## config.mk

```make
export PLATFORM = sky130hd
export DESIGN_NAME = display_update_controller
export DESIGN_NICKNAME = d
export VERILOG_FILES = /design/src/rtl/display_update_controller.sv
export SDC_FILE = /design/constraint.sdc
export NUM_CORES = 1
export LEC_CHECK = 0
export ABC_AREA = 0
export BUFFER_PORTS_ARGS = -buffer_cell sky130_fd_sc_hd__buf_2
export CORE_AREA = 2 2 101 103
export CTS_CLUSTER_DIAMETER = 100
export DETAILED_ROUTE_END_ITERATION = 8
export DIE_AREA = 0 0 103 105
export HOLD_SLACK_MARGIN = 0.05
export MAX_ROUTING_LAYER = met4
export PLACE_DENSITY = 0.53
export SLEW_MARGIN = 30
export SYNTH_ARGS = -nofsm -noshare
export SYNTH_HDL_FRONTEND = slang
export SYNTH_SLANG_ARGS = --single-unit
```

## constraint.sdc

```tcl
create_clock -name clk -period 2.6 [get_ports clk]
set_input_delay 0.26 -clock clk [delete_from_list [all_inputs] [get_ports clk]]
set_output_delay 0.26 -clock clk [all_outputs]
set_load 0.01 [all_outputs]
```

## src/rtl/display_update_controller.sv

```systemverilog
// display_update_controller: takes a binary count over valid/ready, converts it to two BCD
// digits by sequential double-dabble, strobes them into the display, then holds them steady.
module display_update_controller #(
  parameter int WIDTH       = 7,
  parameter int HOLD_CYCLES = 1000000,
  parameter int REFRESH_DIV = 1000,
  parameter bit BLANK_LZ    = 1'b1
) (
  input  logic             clk,
  input  logic             reset_n,
  input  logic [WIDTH-1:0] count_in,
  input  logic             count_valid,
  output logic             count_ready,
  output logic [3:0]       ten_count,
  output logic [3:0]       unit_count,
  output logic             load,
  output logic             digit_tick,
  output logic             overflow,
  output logic             busy
);
  localparam int CW = $clog2(WIDTH + 1);
  localparam int HW = HOLD_CYCLES > 1 ? $clog2(HOLD_CYCLES) : 1;
  localparam int PW = $clog2(REFRESH_DIV);

  typedef enum logic [1:0] {IDLE, CONVERT, LOAD, HOLD} state_t;

  state_t           state_q, state_d;
  logic [WIDTH-1:0] bin_q, bin_d;
  logic [7:0]       bcd_q, bcd_d, adj;
  logic             ovf_q, ovf_d;
  logic [CW-1:0]    cnt_q, cnt_d;
  logic [HW-1:0]    hold_q, hold_d;
  logic [3:0]       ten_q, ten_d, unit_q, unit_d;
  logic             overflow_q, overflow_d, load_q, load_d, tick_q, tick_d;
  logic [PW-1:0]    presc_q, presc_d;

  assign count_ready = reset_n && state_q == IDLE;
  assign busy        = state_q != IDLE;
  assign ten_count   = ten_q;
  assign unit_count  = unit_q;
  assign overflow    = overflow_q;
  assign load        = load_q;
  assign digit_tick  = tick_q;

  always_comb begin
    state_d    = state_q;
    bin_d      = bin_q;
    bcd_d      = bcd_q;
    ovf_d      = ovf_q;
    cnt_d      = cnt_q;
    hold_d     = hold_q;
    ten_d      = ten_q;
    unit_d     = unit_q;
    overflow_d = overflow_q;
    load_d     = 1'b0;
    adj        = bcd_q + {bcd_q[7:4] >= 4'd5 ? 4'd3 : 4'd0, bcd_q[3:0] >= 4'd5 ? 4'd3 : 4'd0};
    case (state_q)
      IDLE: if (count_valid) begin
        state_d = CONVERT;
        bin_d   = count_in;
        bcd_d   = '0;
        cnt_d   = '0;
        ovf_d   = 32'(count_in) > 32'd99;
      end
      CONVERT: if (cnt_q == CW'(WIDTH)) begin
        state_d    = LOAD;
        load_d     = 1'b1;
        ten_d      = ovf_q || (BLANK_LZ && bcd_q[7:4] == 4'd0) ? 4'hF : bcd_q[7:4];
        unit_d     = ovf_q ? 4'hF : bcd_q[3:0];
        overflow_d = ovf_q;
      end else begin
        // the hundreds carry falls off the top; ovf already flags those values
        bcd_d = (adj << 1) | {7'd0, bin_q[WIDTH-1]};
        bin_d = bin_q << 1;
        cnt_d = cnt_q + 1'b1;
      end
      LOAD: begin
        state_d = HOLD;
        hold_d  = HW'(HOLD_CYCLES - 1);
      end
      HOLD: if (hold_q == '0) state_d = IDLE;
            else hold_d = hold_q - 1'b1;
      default: state_d = IDLE;
    endcase
    presc_d = presc_q == PW'(REFRESH_DIV - 1) ? '0 : presc_q + 1'b1;
    tick_d  = presc_d == PW'(REFRESH_DIV - 1);
  end

  always_ff @(posedge clk or negedge reset_n) begin
    if (!reset_n) begin
      state_q    <= IDLE;
      bin_q      <= '0;
      bcd_q      <= '0;
      ovf_q      <= 1'b0;
      cnt_q      <= '0;
      hold_q     <= '0;
      ten_q      <= '0;
      unit_q     <= '0;
      overflow_q <= 1'b0;
      load_q     <= 1'b0;
      tick_q     <= 1'b0;
      presc_q    <= '0;
    end else begin
      state_q    <= state_d;
      bin_q      <= bin_d;
      bcd_q      <= bcd_d;
      ovf_q      <= ovf_d;
      cnt_q      <= cnt_d;
      hold_q     <= hold_d;
      ten_q      <= ten_d;
      unit_q     <= unit_d;
      overflow_q <= overflow_d;
      load_q     <= load_d;
      tick_q     <= tick_d;
      presc_q    <= presc_d;
    end
  end
endmodule

```

==> impl_metrics.ini, run 1 <==
[run_status]
outcome = finished clean

[layout]
synthToLayoutAreaGrowth_pct = 14.8
layout-drive-gt1-share_pct = 15.9
layout.nets = 394
final.fill_count = 980
antenna_cells = 0
finish.utilization_pct = 40.0

[power]
part_of_the_total_power_dissipated_in_sequential_elements_pct = 51.7
power.internal_mw = 1.46
vdd.ir_drop.worst_mv = 0.311
static-leakage-power_nw = 1.69
power.switching_fraction_pct = 21.5
power.share.combinational_pct = 1.7
switching_power_of_the_nets_uw = 402
p_clk_share_pct = 46.6
power_density_mw_per_mm2 = 484

[worst_setup_path]
critPathArrivalTime_ns = 2.42
cp_max_fo = 7
setup.worst_path.end_class = register
r2r_cells = 10
required_ns = 2.83
worst-setup-path-type = register to register
timing.critical_path.slowest_cell_delay_ns = 0.45
reg2reg_slack_ns = 0.41
critical_path.cell_chain = o21ai_0, nand2b_1, ha_1, inv_1, fa_1, nand3b_1, o21bai_1, a21oi_1, xnor2_1, a22o_1
timing.critical_path.from_type = register
worst_path_max_delay_cell = sky130_fd_sc_hd__dfrtp_1

[floorplan]
io_pins = 23
initial_utilization_pct = 34.8
die_h_um = 105
floorplan.die_area_sq_mm = 0.0108
chipWidth_um = 103
placeable_core_area_sq_mm = 0.00964
std_cell_rows = 36

[global_routing]
antenna_found_initial = 0
grt_start_max_net_pins = 63
global_route_usage_over_all_layers_pct = 14.6
globalRouteOverflowTotal = 0
grt_pass1_vias = 2558
grt_pass1_wl_mm = 12.2

[clocking]
cts_max_level = 3
master_cell_of_the_clock_root_buffer = sky130_fd_sc_hd__clkbuf_8
clkTransAtPathRegs_ns = 0.08
num_cts_buffers = 9
postCtsResizedCells = 0
total_setup_buffers_inserted_after_cts = 0
cts-hold-fix-buffers = 0
worst_skew_pair.late_latency_ns = 0.34
cts_tree = built
clock_path_buffers = 2
num_clock_sinks = 62

[sta]
setup_repair_after_global_routing_missed_its_margin = false
maxSlewViolCount = 0
period_minus_slack_ns = 2.19
setup_viol_count_final = 0
final_critical_path_setup_slack_ns = 0.412
timing.max_slew.rel_slack_pct = 46.6
finalHoldViolCount = 0
totalNegativeSetupSlack_ns = 0
post-route-period-util_pct = 84.1
worst_slew_pin_slew_ns = 0.801
maxClockFrequency_mhz = 457
skew_ns = 0.0124

[synthesis]
syn-num-nets = 364
synth_seq_cells = 62
seq_area_frac_synth_pct = 46.2
synth-warning-count = 0
synthesis.area_per_instance_sq_um = 9.94
synth_largest_type_area_fraction_pct = 46.2
synth-main-ff-cell = sky130_fd_sc_hd__dfrtp_1
count_of_flip_flops_with_a_built_in_enable_after_synthesis = 0
async_reset_ff_share_pct = 100
synth_cell_types = 57
netlist_top_cells_count = sky130_fd_sc_hd__dfrtp_1 (62), sky130_fd_sc_hd__nand2_1 (38), sky130_fd_sc_hd__nor2_1 (21), sky130_fd_sc_hd__o21ai_0 (18), sky130_fd_sc_hd__inv_1 (17)
yosysMostFrequentCell = sky130_fd_sc_hd__dfrtp_1
synth_cells = 338
synth_largest_area_cell = sky130_fd_sc_hd__dfrtp_1
synth_top_area_cells = sky130_fd_sc_hd__dfrtp_1 (46%), sky130_fd_sc_hd__ha_1 (5.6%), sky130_fd_sc_hd__nand2_1 (4.2%)
mappedNetlistArea_sq_mm = 0.00336

[drt]
dr.pass1.iters = 4
detail_route.drc_violations = 0
post_drt_wl_per_cell_um = 14.0
totalWireLength_mm = 7.09
vias_per_instance = 5.12
via_count = 2587
drtAntennaViolNets = 0
detail_route.iter0.violations = 151

[run]
max_cap_violations = 0

[place]
gp_congestion = 0.835
pre_cts_ws_ns = 0.431
dp_hpwl_mm = 4.91
portBuffers = 22

[hold_path]
hold_path_class = primary input to async pin
-- path summary, 6_finish.rpt --
path,to,start
worst max register to register,bcd_q[7]$_DFFE_PN0P_,bcd_q[2]$_DFFE_PN0P_
min in group clk,bin_q[0]$_DFFE_PN0P_,count_in[0]
worst min register to register,unit_count[2]$_DFFE_PN0P_,unit_count[2]$_DFFE_PN0P_
max in group asynchronous,ovf_q$_DFFE_PN0P_,reset_n
worst min-delay path,hold_q[5]$_DFFE_PN0P_,reset_n
worst max-delay path,bcd_q[7]$_DFFE_PN0P_,bcd_q[2]$_DFFE_PN0P_
-- through the flow --
stage	power, mW	std cells	instance area (sq um)	hold slack, ns
final	1.86	505	3850	0.148
after global routing	1.95	505	3850	0.188
after CTS	1.89	505	3850	0.171
after detailed placement	1.02	490	3650	0.461
after global placement	1.02	490	3650	0.455
after floorplan	0.986	338	3360	-0.0356
-- cells in the final DEF (no fill, tap or decap), types with 2 or more instances in the layout --
master / synthesis / routed
sky130_fd_sc_hd__nand2_1: 38 / 38
sky130_fd_sc_hd__nand2b_1: 7 / 7
sky130_fd_sc_hd__buf_2: 2 / 22
sky130_fd_sc_hd__a21oi_1: 11 / 11
sky130_fd_sc_hd__clkbuf_8: 0 / 11
sky130_fd_sc_hd__o21a_1: 2 / 2
sky130_fd_sc_hd__and3_1: 5 / 5
sky130_fd_sc_hd__nand3_1: 11 / 11
sky130_fd_sc_hd__xnor2_1: 9 / 9
sky130_fd_sc_hd__a31oi_1: 6 / 6
sky130_fd_sc_hd__mux2i_1: 12 / 12
sky130_fd_sc_hd__buf_4: 0 / 9
sky130_fd_sc_hd__o41ai_1: 5 / 5
sky130_fd_sc_hd__dfrtp_1: 62 / 62
sky130_fd_sc_hd__nor3_1: 10 / 10
sky130_fd_sc_hd__o311ai_0: 3 / 3
sky130_fd_sc_hd__or3_1: 3 / 3
sky130_fd_sc_hd__o21ai_0: 18 / 18
sky130_fd_sc_hd__or4_1: 4 / 4
sky130_fd_sc_hd__nor2b_1: 2 / 2
sky130_fd_sc_hd__nor4_4: 2 / 2
sky130_fd_sc_hd__mux2_2: 2 / 2
sky130_fd_sc_hd__inv_1: 17 / 17
sky130_fd_sc_hd__or4b_1: 2 / 2
sky130_fd_sc_hd__o31ai_1: 5 / 5
sky130_fd_sc_hd__nand4_1: 4 / 4
sky130_fd_sc_hd__a22o_1: 10 / 10
sky130_fd_sc_hd__xor2_1: 3 / 3
sky130_fd_sc_hd__o211ai_1: 3 / 3
sky130_fd_sc_hd__ha_1: 15 / 15
sky130_fd_sc_hd__nor4_1: 5 / 5
sky130_fd_sc_hd__nor2_1: 21 / 21
sky130_fd_sc_hd__or2_2: 2 / 2
sky130_fd_sc_hd__o22a_1: 4 / 4
-- metal layers --
metal / vias up / GRT usage [%] / routed length (um)
met4: 0 / 4.79 / 76
li1: 1293 / - / -
met2: 41 / 20.5 / 3260
met5: - / - / 0
met3: 8 / 3.08 / 290
met1: 1245 / 20.8 / 3460
-- state kept, by name (all words and copies together), names as in the netlist --
signal and count:
presc_q 10, overflow 1, digit_tick 1, load 1, hold_q 20, bin_q 7, unit_count 4, ovf_q 1
bcd_q 8, state_q 2, ten_count 4, cnt_q 3
-- logic make-up after synthesis --
logic type / Yosys count / synth area share [%]
flops: 62 / 46.2
buf+inv: 30 / 3.43
mux: 15 / 4.58
xor+xnor: 12 / 3.13
compound gates: 77 / 16.0
fa+ha+maj: 16 / 6.18
simple gates: 126 / 20.5
-- layout make-up --
type / count / area [sq um] / share of cell area (%)
clock buffer: 12 / 155 / 4.03
multi-input combinational: 246 / 1690 / 43.9
tap: 133 / 166 / 4.32
inverter: 18 / 67.6 / 1.75
timing repair buffer: 31 / 178 / 4.61
sequential: 62 / 1550 / 40.3
clock inverter: 3 / 43.8 / 1.14
-- power groups by stage --
| stage | sequential, mW | combinational, mW | clock, mW |
|---|---|---|---|
| 6_report | 0.964 | 0.0318 | 0.868 |
| 5_1_grt | 0.963 | 0.0379 | 0.944 |
| 4_1_cts | 0.964 | 0.0341 | 0.891 |
| 3_5_place_dp | 0.983 | 0.0342 | 0 |
| 3_3_place_gp | 0.983 | 0.0337 | 0 |
| 2_1_floorplan | 0.983 | 0.00320 | 0 |
-- critical path, delay by kind of cell, from the launching register on --
kind	cells	cell delay, ns
AOI/OAI and AO/OA	4	0.55
xor gates and xnor gates	1	0.12
adders and majority gates	2	0.58
buffers and inverters	1	0.06
DFF	1	0.45
and+or+nand+nor	2	0.33
Power figures use the tool's default switching activity.
==> run 2, diff against run 1 <==
==> constraint.sdc (replaced) <==
create_clock -name clk -period 2.1 [get_ports clk]
set_input_delay 0.21 -clock clk [delete_from_list [all_inputs] [get_ports clk]]
set_output_delay 0.21 -clock clk [all_outputs]
set_load 0.01 [all_outputs]
==> impl_metrics.ini, run 2 (synthesis gave the netlist of run 1 again) <==
[worst_setup_path]
worst-setup-path-type = register to register
critPathArrivalTime_ns = 2.31
cp_max_fo = 5
r2r_cells = 5
required_ns = 2.36
rr_startpoint = hold_q[7]$_DFFE_PN0P_
reg2reg_slack_ns = 0.05
timing.critical_path.from_type = register
setup.worst_path.end_class = register
regToRegEndpoint = hold_q[17]$_DFFE_PN0P_

[layout]
synthToLayoutAreaGrowth_pct = 22.5
layout.nets = 422
layout-drive-gt1-share_pct = 24.7
reg_top3 = hold_q x20, presc_q x10, bcd_q x8
final.fill_count = 975
multi_input_comb_area_sq_mm = 0.00174
register_area_sq_mm = 0.00155
largest_reg_flops = 20
final_common_cell = sky130_fd_sc_hd__dfrtp_1
antenna_cells = 0
post-route-cell-area_sq_mm = 0.00411
finish.utilization_pct = 42.7
largest-register = hold_q
final_cell_mix = sky130_fd_sc_hd__dfrtp_1 (60), sky130_fd_sc_hd__nand2_1 (37), sky130_fd_sc_hd__buf_4 (37)

[floorplan]
chipWidth_um = 103
std_cell_rows = 36
io_pins = 23
initial_utilization_pct = 34.8
floorplan.die_area_sq_mm = 0.0108
die_h_um = 105
placeable_core_area_sq_mm = 0.00964

[sta]
post-route-period-util_pct = 97.7
maxSlewViolCount = 0
setup_repair_after_global_routing_missed_its_margin = true
timing.max_slew.rel_slack_pct = 46.9
maxClockFrequency_mhz = 487
setup_viol_count_final = 0
worst_slew_pin_slew_ns = 0.796
skew_ns = 0.00900
totalNegativeSetupSlack_ns = 0
period_minus_slack_ns = 2.05
finalHoldViolCount = 0

[global_routing]
globalRouteOverflowTotal = 0
global_route_usage_over_all_layers_pct = 15.8
antenna_found_initial = 0
grt_pass1_wl_mm = 13.2
grt_start_max_net_pins = 63
grt_pass1_vias = 2747

[drt]
via_count = 2750
detail_route.drc_violations = 0
post_drt_wl_per_cell_um = 14.2
vias_per_instance = 5.15
drtAntennaViolNets = 0
dr.pass1.iters = 4
detail_route.iter0.violations = 144
totalWireLength_mm = 7.59

[hold_path]
hold_path_class = primary input to async pin

[clocking]
num_cts_buffers = 9
num_clock_sinks = 62
master_cell_of_the_clock_root_buffer = sky130_fd_sc_hd__clkbuf_8
clkTransAtPathRegs_ns = 0.08
worst_skew_pair.late_latency_ns = 0.34
cts-hold-fix-buffers = 0
cts_tree = built
cts_max_level = 3
clock_path_buffers = 2

[place]
gp_congestion = 0.835
portBuffers = 22
dp_hpwl_mm = 5.25
placement.cell_area_sq_mm = 0.00379

[power]
vdd.ir_drop.worst_mv = 0.278
static-leakage-power_nw = 1.82
power_density_mw_per_mm2 = 555

[run_status]
outcome = finished clean

[run]
max_cap_violations = 0
run 2: per-stage QoR:
| step | total power, mW | cells | hold WS [ns] | worst slack [ns] |
|---|---|---|---|---|
| 2_1_floorplan | 1.22 | 338 | -0.0856 | 0.0691 |
| 3_3_place_gp | 1.26 | 508 | 0.453 | 0.108 |
| 3_5_place_dp | 1.26 | 508 | 0.468 | 0.0421 |
| 4_1_cts | 2.32 | 524 | 0.124 | 0.0434 |
| 5_1_grt | 2.38 | 534 | 0.165 | -0.0599 |
| 6_report | 2.28 | 534 | 0.105 | 0.0473 |
run 2: where the power goes:
group / switching (mW) / internal (mW)
Clock: 0.497 / 0.551
Combinational: 0.0294 / 0.00981
Sequential: 0 / 1.19
Total: 0.526 / 1.75
run 2: per-layer routing:
| layer | wire [um] | share of wire, % | track usage (%) | vias up |
|---|---|---|---|---|
| li1 | - | - | - | 1353 |
| met1 | 3610 | 48 | 21.9 | 1346 |
| met2 | 3640 | 48 | 23.8 | 41 |
| met3 | 244 | 3.2 | 2.41 | 10 |
| met4 | 96 | 1.3 | 5.08 | 0 |
| met5 | 0 | 0 | - | - |
run 2: how the worst max path moves through the flow:
stage,from,end,cells past startpoint
6_report,hold_q[7]$_DFFE_PN0P_,hold_q[17]$_DFFE_PN0P_,5
5_1_grt,bcd_q[2]$_DFFE_PN0P_,bcd_q[7]$_DFFE_PN0P_,10
4_1_cts,hold_q[6]$_DFFE_PN0P_,hold_q[17]$_DFFE_PN0P_,5
3_5_place_dp,hold_q[6]$_DFFE_PN0P_,hold_q[17]$_DFFE_PN0P_,5
3_3_place_gp,bcd_q[1]$_DFFE_PN0P_,bcd_q[7]$_DFFE_PN0P_,10
2_1_floorplan,bcd_q[2]$_DFFE_PN0P_,bcd_q[7]$_DFFE_PN0P_,10
run 2: area by class of cell:
class | instances | area share (%)
sequential | 62 | 37.8
clock buffer | 9 | 3.01
inverter | 18 | 1.64
tap | 133 | 4.05
timing repair buffer | 59 | 9.43
multi-input combinational | 246 | 42.3
clock inverter | 7 | 1.79
run 2: worst max-delay path, stage by stage, from the launching register on:
cell	delay, ns
sky130_fd_sc_hd__dfrtp_1	0.40
sky130_fd_sc_hd__or4_4	0.60
sky130_fd_sc_hd__nor3_4	0.28
sky130_fd_sc_hd__nand3_2	0.14
sky130_fd_sc_hd__or4_4	0.42
sky130_fd_sc_hd__a31oi_1	0.13
run 2: timing repair:
item                                    in CTS  in global routing
endpoints found under the setup margin       0                 11
resized for setup                            0                 13
buffers inserted                             0                 10
